==> config.mk <==
export PLATFORM = sky130hd
export DESIGN_NAME = mips_multicycle_core
export DESIGN_NICKNAME = d
export VERILOG_FILES = /design/src/rtl/mips16_pkg.sv /design/src/rtl/mips_regfile_p.sv /design/src/rtl/mips_multicycle_core.sv
export SDC_FILE = /design/constraint.sdc
export NUM_CORES = 1
export LEC_CHECK = 0
export BUFFER_PORTS_ARGS = -buffer_cell sky130_fd_sc_hd__buf_2
export CORE_MARGIN = 4
export CORE_UTILIZATION = 55
export CTS_CLUSTER_DIAMETER = 30
export DETAILED_ROUTE_END_ITERATION = 8
export GPL_TIMING_DRIVEN = 1
export PLACE_DENSITY = 0.83
export SLEW_MARGIN = 20
export SYNTH_ARGS = -nofsm -noshare
export SYNTH_HDL_FRONTEND = slang
export SYNTH_SLANG_ARGS = --single-unit
==> constraint.sdc <==
create_clock -name clock -period 11.4 [get_ports clock]
set_clock_uncertainty 0.05 [all_clocks]
set_input_delay 1.71 -clock clock [delete_from_list [all_inputs] [get_ports clock]]
set_output_delay 1.71 -clock clock [all_outputs]
set_load 0.03 [all_outputs]
==> src/rtl/mips16_pkg.sv <==
// Shared definitions for the multi-cycle 16-bit-instruction MIPS subset core:
// opcodes, FSM states, instruction field positions, ALU ops and sign extension.
package mips16_pkg;

   localparam int MAX_W = 64;

   localparam logic [3:0] OP_ADD  = 4'h0;
   localparam logic [3:0] OP_SUB  = 4'h1;
   localparam logic [3:0] OP_AND  = 4'h2;
   localparam logic [3:0] OP_OR   = 4'h3;
   localparam logic [3:0] OP_SLT  = 4'h4;
   localparam logic [3:0] OP_ADDI = 4'h5;
   localparam logic [3:0] OP_LW   = 4'h6;
   localparam logic [3:0] OP_SW   = 4'h7;
   localparam logic [3:0] OP_BEQ  = 4'h8;
   localparam logic [3:0] OP_HALT = 4'hF;

   localparam int OP_MSB  = 15;
   localparam int OP_LSB  = 12;
   localparam int RS_MSB  = 11;
   localparam int RS_LSB  = 10;
   localparam int RT_MSB  = 9;
   localparam int RT_LSB  = 8;
   localparam int RD_MSB  = 7;
   localparam int RD_LSB  = 6;
   localparam int IMM_MSB = 7;
   localparam int IMM_LSB = 0;

   typedef enum logic [2:0] {FETCH, DECODE, EXEC, MEM, WB, HALT} state_e;

   typedef enum logic [2:0] {ALU_ADD, ALU_SUB, ALU_AND, ALU_OR, ALU_SLT} alu_op_e;

   // Sign-extends imm8 to 'width' bits; bits above 'width' are zero.
   function automatic logic [MAX_W-1:0] sext8(input logic [7:0] imm, input int unsigned width);
      logic [MAX_W-1:0] r;
      r = {{(MAX_W-8){imm[7]}}, imm};
      if (width < MAX_W) r &= (MAX_W'(1) << width) - MAX_W'(1);
      return r;
   endfunction

   function automatic logic is_rtype(input logic [3:0] op);
      return op <= OP_SLT;
   endfunction

   function automatic logic is_illegal(input logic [3:0] op);
      return op inside {[4'h9:4'hE]};
   endfunction

endpackage

==> src/rtl/mips_regfile_p.sv <==
// 4-entry register file, two combinational read ports and one write port.
// r0 always reads zero; writes to it are discarded.
module mips_regfile_p #(
   parameter int DATA_W = 16
) (
   input  logic              clock,
   input  logic              reset_n,
   input  logic              we,
   input  logic [1:0]        waddr,
   input  logic [DATA_W-1:0] wdata,
   input  logic [1:0]        raddr1,
   output logic [DATA_W-1:0] rdata1,
   input  logic [1:0]        raddr2,
   output logic [DATA_W-1:0] rdata2
);

   logic [DATA_W-1:0] regs_q [0:3];
   logic [DATA_W-1:0] regs_d [0:3];

   always_comb begin
      regs_d[0] = '0;
      for (int i = 1; i < 4; i++) begin
         regs_d[i] = regs_q[i];
         if (we && waddr == 2'(i)) regs_d[i] = wdata;
      end
   end

   // NOTE: the array is reset explicitly because the core's reset state defines every register as zero.
   always_ff @(posedge clock or negedge reset_n) begin
      if (!reset_n) begin
         for (int i = 0; i < 4; i++) regs_q[i] <= '0;
      end else begin
         // NOTE: non-blocking so every flop samples pre-edge values regardless of statement order.
         for (int i = 0; i < 4; i++) regs_q[i] <= regs_d[i];
      end
   end

   assign rdata1 = regs_q[raddr1];
   assign rdata2 = regs_q[raddr2];

endmodule

==> src/rtl/mips_multicycle_core.sv <==
// Multi-cycle MIPS subset core: one shared ALU, FSM-sequenced, with req/ack
// instruction and data memory ports that tolerate wait states.
module mips_multicycle_core
   import mips16_pkg::*;
#(
   parameter int              DATA_W   = 16,
   parameter int              PC_W     = 16,
   parameter logic [PC_W-1:0] RESET_PC = '0
) (
   input  logic              clock,
   input  logic              reset_n,
   output logic              imem_req,
   output logic [PC_W-1:0]   imem_addr,
   input  logic              imem_ack,
   input  logic [15:0]       imem_rdata,
   output logic              dmem_req,
   output logic              dmem_we,
   output logic [DATA_W-1:0] dmem_addr,
   output logic [DATA_W-1:0] dmem_wdata,
   input  logic              dmem_ack,
   input  logic [DATA_W-1:0] dmem_rdata,
   output logic              retire,
   output logic [DATA_W-1:0] retire_wd,
   output logic [PC_W-1:0]   pc_o,
   output logic              halted,
   output logic              illegal
);

   state_e            state_q, state_d;
   logic [PC_W-1:0]   pc_q, pc_d;
   logic [15:0]       ir_q, ir_d;
   logic [DATA_W-1:0] a_q, a_d, b_q, b_d, wb_q, wb_d;
   logic              imem_req_q, imem_req_d;
   logic              dmem_req_q, dmem_req_d, dmem_we_q, dmem_we_d;
   logic [DATA_W-1:0] dmem_addr_q, dmem_addr_d, dmem_wdata_q, dmem_wdata_d;
   logic              retire_q, retire_d;
   logic [DATA_W-1:0] retire_wd_q, retire_wd_d;
   logic              halted_q, halted_d, illegal_q, illegal_d;

   logic [3:0]        op;
   logic [1:0]        rs, rt, rd;
   logic [DATA_W-1:0] imm_ext, alu_b, alu_y, rf_rdata1, rf_rdata2;
   logic [PC_W-1:0]   imm_pc, pc_inc;
   alu_op_e           alu_op;

   assign op      = ir_q[OP_MSB:OP_LSB];
   assign rs      = ir_q[RS_MSB:RS_LSB];
   assign rt      = ir_q[RT_MSB:RT_LSB];
   assign rd      = ir_q[RD_MSB:RD_LSB];
   assign imm_ext = DATA_W'(sext8(ir_q[IMM_MSB:IMM_LSB], DATA_W));
   assign imm_pc  = PC_W'(sext8(ir_q[IMM_MSB:IMM_LSB], PC_W));
   assign pc_inc  = pc_q + PC_W'(1);

   mips_regfile_p #(.DATA_W(DATA_W)) u_regfile (
      .clock  (clock),
      .reset_n(reset_n),
      .we     (state_q == WB),
      .waddr  (is_rtype(op) ? rd : rt),
      .wdata  (wb_q),
      .raddr1 (rs),
      .rdata1 (rf_rdata1),
      .raddr2 (rt),
      .rdata2 (rf_rdata2)
   );

   always_comb begin
      unique case (op)
         OP_SUB:  alu_op = ALU_SUB;
         OP_AND:  alu_op = ALU_AND;
         OP_OR:   alu_op = ALU_OR;
         OP_SLT:  alu_op = ALU_SLT;
         default: alu_op = ALU_ADD;
      endcase
   end

   assign alu_b = is_rtype(op) ? b_q : imm_ext;

   always_comb begin
      unique case (alu_op)
         ALU_SUB: alu_y = a_q - alu_b;
         ALU_AND: alu_y = a_q & alu_b;
         ALU_OR:  alu_y = a_q | alu_b;
         ALU_SLT: alu_y = {{(DATA_W-1){1'b0}}, $signed(a_q) < $signed(alu_b)};
         default: alu_y = a_q + alu_b;
      endcase
   end

   // NOTE: every _d gets its hold value first so no path through the case leaves one unassigned (no latches).
   always_comb begin
      state_d      = state_q;
      pc_d         = pc_q;
      ir_d         = ir_q;
      a_d          = a_q;
      b_d          = b_q;
      wb_d         = wb_q;
      imem_req_d   = imem_req_q;
      dmem_req_d   = dmem_req_q;
      dmem_we_d    = dmem_we_q;
      dmem_addr_d  = dmem_addr_q;
      dmem_wdata_d = dmem_wdata_q;
      retire_d     = 1'b0;
      retire_wd_d  = '0;
      halted_d     = halted_q;
      illegal_d    = illegal_q;

      case (state_q)
         FETCH: begin
            // Out of reset the request comes up one edge late, so addr and req rise together.
            if (!imem_req_q) begin
               imem_req_d = 1'b1;
            end else if (imem_ack) begin
               ir_d       = imem_rdata;
               imem_req_d = 1'b0;
               state_d    = DECODE;
            end
         end
         DECODE: begin
            a_d = rf_rdata1;
            b_d = rf_rdata2;
            if (op == OP_HALT) begin
               halted_d = 1'b1;
               state_d  = HALT;
            end else if (is_illegal(op)) begin
               halted_d  = 1'b1;
               illegal_d = 1'b1;
               state_d   = HALT;
            end else begin
               state_d = EXEC;
            end
         end
         EXEC: begin
            if (op == OP_BEQ) begin
               pc_d       = (a_q == b_q) ? pc_inc + imm_pc : pc_inc;
               retire_d   = 1'b1;
               imem_req_d = 1'b1;
               state_d    = FETCH;
            end else if (op == OP_LW || op == OP_SW) begin
               dmem_req_d   = 1'b1;
               dmem_we_d    = (op == OP_SW);
               dmem_addr_d  = alu_y;
               dmem_wdata_d = b_q;
               state_d      = MEM;
            end else begin
               wb_d    = alu_y;
               state_d = WB;
            end
         end
         MEM: begin
            if (dmem_ack) begin
               dmem_req_d = 1'b0;
               dmem_we_d  = 1'b0;
               if (dmem_we_q) begin
                  retire_d   = 1'b1;
                  pc_d       = pc_inc;
                  imem_req_d = 1'b1;
                  state_d    = FETCH;
               end else begin
                  wb_d    = dmem_rdata;
                  state_d = WB;
               end
            end
         end
         WB: begin
            retire_d    = 1'b1;
            retire_wd_d = wb_q;
            pc_d        = pc_inc;
            imem_req_d  = 1'b1;
            state_d     = FETCH;
         end
         default: state_d = state_q;
      endcase
   end

   always_ff @(posedge clock or negedge reset_n) begin
      if (!reset_n) begin
         state_q      <= FETCH;
         pc_q         <= RESET_PC;
         ir_q         <= '0;
         a_q          <= '0;
         b_q          <= '0;
         wb_q         <= '0;
         imem_req_q   <= 1'b0;
         dmem_req_q   <= 1'b0;
         dmem_we_q    <= 1'b0;
         dmem_addr_q  <= '0;
         dmem_wdata_q <= '0;
         retire_q     <= 1'b0;
         retire_wd_q  <= '0;
         halted_q     <= 1'b0;
         illegal_q    <= 1'b0;
      end else begin
         state_q      <= state_d;
         pc_q         <= pc_d;
         ir_q         <= ir_d;
         a_q          <= a_d;
         b_q          <= b_d;
         wb_q         <= wb_d;
         imem_req_q   <= imem_req_d;
         dmem_req_q   <= dmem_req_d;
         dmem_we_q    <= dmem_we_d;
         dmem_addr_q  <= dmem_addr_d;
         dmem_wdata_q <= dmem_wdata_d;
         retire_q     <= retire_d;
         retire_wd_q  <= retire_wd_d;
         halted_q     <= halted_d;
         illegal_q    <= illegal_d;
      end
   end

   assign imem_req   = imem_req_q;
   assign imem_addr  = pc_q;
   assign dmem_req   = dmem_req_q;
   assign dmem_we    = dmem_we_q;
   assign dmem_addr  = dmem_addr_q;
   assign dmem_wdata = dmem_wdata_q;
   assign retire     = retire_q;
   assign retire_wd  = retire_wd_q;
   assign pc_o       = pc_q;
   assign halted     = halted_q;
   assign illegal    = illegal_q;

endmodule
==> reports/metrics.yaml <==
first_pass_iters: 6
postCtsSetupBuffers: 0
place_ws_ps: 6920
vias_per_cell: 6.40
cts_sinks: 185
cts_max_path_buffers: 2
clk_pin_slew_worst_paths_ps: 80
path_class: "flip-flop to flip-flop"
drive_gt1_share_pct: 23.9
fin_nets: 1446
worst_path_largest_cell_delay_ps: 750
crit_fanout: 36
synthCells: 1280
drv_cap: 0
max-slew-margin-rel_pct: 33.9
drv_slew: 0
postRouteAntennaNets: 0
max-vdd-ir-drop_v: 0.000100
place_hpwl_mm: 25.9
arrival_ps: 4830
multi_input_area_um2: 6830
io_buffers: 121
min_period_ps: 4570
ios: 122
fp.dieH_um: 156
place_congestion: 1.07
synth-adder-area-share_pct: 7.21
synth_nets: 1384
dpl_cell_area_um2: 12700
leakage_nw: 6.45
slowest_stage: "nor2_2"
end_kind: "flip-flop"
synth_area_um2: 12100
tightest_slew_ps: 991
synth_xor_xnor_area_share_pct: 3.69
ys_types: 88
synth_flop_cell: "dfrtp_1"
crit_required_ps: 11650
cp-start-kind: "flip-flop"
status: "completed"
antenna_cells: 0
finalCritPeriodShare_pct: 40.1
track_usage_pct: 29.9
die_area_um2: 24500
syn_area_per_cell_um2: 9.47
ff_latch_area_um2: 4630
hold_viol: 0
core_area_um2: 21800
row_count: 54
max_freq_mhz: 219
cts_buffers: 17
rsz0062_at_grt: "false"
cts_hold_buffers: 0
wl_per_cell_um: 22.2
timing.hold.ws_ps: 403
clk_latency_ps: 450
h-tree-depth: 4
grt_start_max_net_pins: 108
num_vias: 10462
holdCritPathClass: "flip-flop to flip-flop"
synth_seq_cells: 185
antenna_found_initial: 0
setup_viol: 0
initial_core_util_pct: 55.7
pwr_density_cell_nw_per_um2: 98.4
yosysSeqAreaShare_pct: 38.2
grt_pass1_wl_mm: 57.4
drt_wl_total_mm: 36.3
finalCoreUtilization_pct: 61.4
synthSimpleGateAreaFrac_pct: 14.4
die_w_um: 156
fin_tns_setup_ps: 0
drcViolationCount: 0
cts_tree: "done"
worst_slack_ps: 6830
fillers: 1779
finish.instance_area_um2: 13400
grt_pass1_vias: 10362
synthArstFlopShare_pct: 100
synth_top_family_by_area: "compound AO/OA/AOI/OAI gates"
ctsResizeCount: 0
areaGrowthSynthToFinish_pct: 10.3
synth_compound_gate_area_share_pct: 19.3
cts_root_buf: "clkbuf_16"
yosys_warnings: 0
synth-edff-count: 0
overflow: 0
yosys-mux-area-fraction_pct: 11.6
cp_cell_sequence: "buf_4, o21a_1, nor2_2, nor2b_1, a21o_1, inv_1, ha_1, or4_4, nand3b_4, a21oi_2, o21ai_1, a211o_1, o22ai_2, o221ai_1"
first_iter_violations: 1107
Yosys cell counts, types with 7 or more instances:
library cell,count,area (um^2)
a211oi_1,17,128
xnor2_1,36,315
buf_4,20,150
nand4_1,7,43.8
o21bai_1,8,60.1
o21ai_0,60,300
xor2_1,15,131
or3_1,7,43.8
nand3_1,27,135
a21oi_1,108,541
and2_1,21,131
inv_1,56,210
and3_1,10,62.6
nor2_1,92,345
a22oi_1,19,143
a21o_1,21,158
o211ai_1,8,60.1
o31ai_1,8,60.1
o21ai_1,18,90.1
mux2_2,116,1310
o22ai_1,9,56.3
buf_2,22,110
nor2b_1,11,68.8
nor3_1,27,135
clkbuf_1,39,146
nand2_1,100,375
dfrtp_1,185,4630
a221oi_1,16,140
ha_1,65,813
logic make-up after synthesis:
kind of cell / count (synthesis)
AO/OA/AOI/OAI: 353
multiplexers: 125
XOR/XNOR: 51
buffers and inverters: 148
adder cells (fa/ha/maj): 68
AND/OR/NAND/NOR: 350
flip-flops: 185
registers in the layout, indices dropped and copies added (netlist names):
register	count
imem_req	1
halted	1
retire_wd	16
dmem_wdata	16
b_q	16
dmem_addr	16
state_q	3
dmem_we	1
imem_addr	16
ir_q	16
dmem_req	1
wb_q	16
illegal	1
u_regfile.regs_q	48
retire	1
a_q	16
cell type report:
type	count	area share, %
Clock buffer	17	3.18
Clock inverter	15	1.62
Inverter	61	1.71
Multi-Input combinational cell	947	51.1
Sequential cell	185	34.6
Tap cell	280	2.62
Timing Repair Buffer	130	5.10
worst paths after layout:
check	startpoint	end	slack [ps]	cells past startpoint
max in group asynchronous	reset_n	wb_q[7]	8450	2
max	ir_q[12]	wb_q[14]	6830	14
max reg2reg	ir_q[12]	wb_q[14]	6830	14
min reg2reg	illegal	illegal	400	1
min in group asynchronous	reset_n	retire	1330	1
min	illegal	illegal	400	1
report_power, final:
group          leakage [nW]  internal [mW]  switching, mW
Combinational          3.65        0.00479         0.0153
Clock                 0.305          0.323          0.317
Sequential             2.49          0.656              0
Total                  6.45          0.983          0.332
per-layer routing:
| metal | track usage (%) | share of wire, % | vias to the layer above |
|---|---|---|---|
| li1 | - | - | 4720 |
| met1 | 39.2 | 41 | 5183 |
| met2 | 49.5 | 48 | 460 |
| met3 | 5.03 | 7.0 | 99 |
| met4 | 12.0 | 4.1 | 0 |
| met5 | 0 | 0 | - |
placed cells by master (no fill, tap or decap), types with 27 or more instances in the layout:
cell type,count
dfrtp_1,185
buf_2,120
mux2_2,116
a21oi_1,108
nand2_1,99
nor2_1,92
ha_1,65
o21ai_0,60
inv_1,56
xnor2_1,36
nand3_1,27
nor3_1,27
per-stage QoR:
stage,total power [mW],std cells
5_1_grt,1.35,1635
4_1_cts,1.32,1635
3_5_place_dp,0.689,1603
6_report,1.32,1635
3_3_place_gp,0.689,1603
2_1_floorplan,0.669,1280
worst max-delay path, delay by kind of cell (launching register included):
family	cells	cell delay (ps)
adders and majority gates	1	420
AOI/OAI and AO/OA	7	1370
and+or+nand+nor	4	1900
buffers and inverters	2	310
DFF	1	370
No activity file was read; power rests on OpenSTA's default activity.
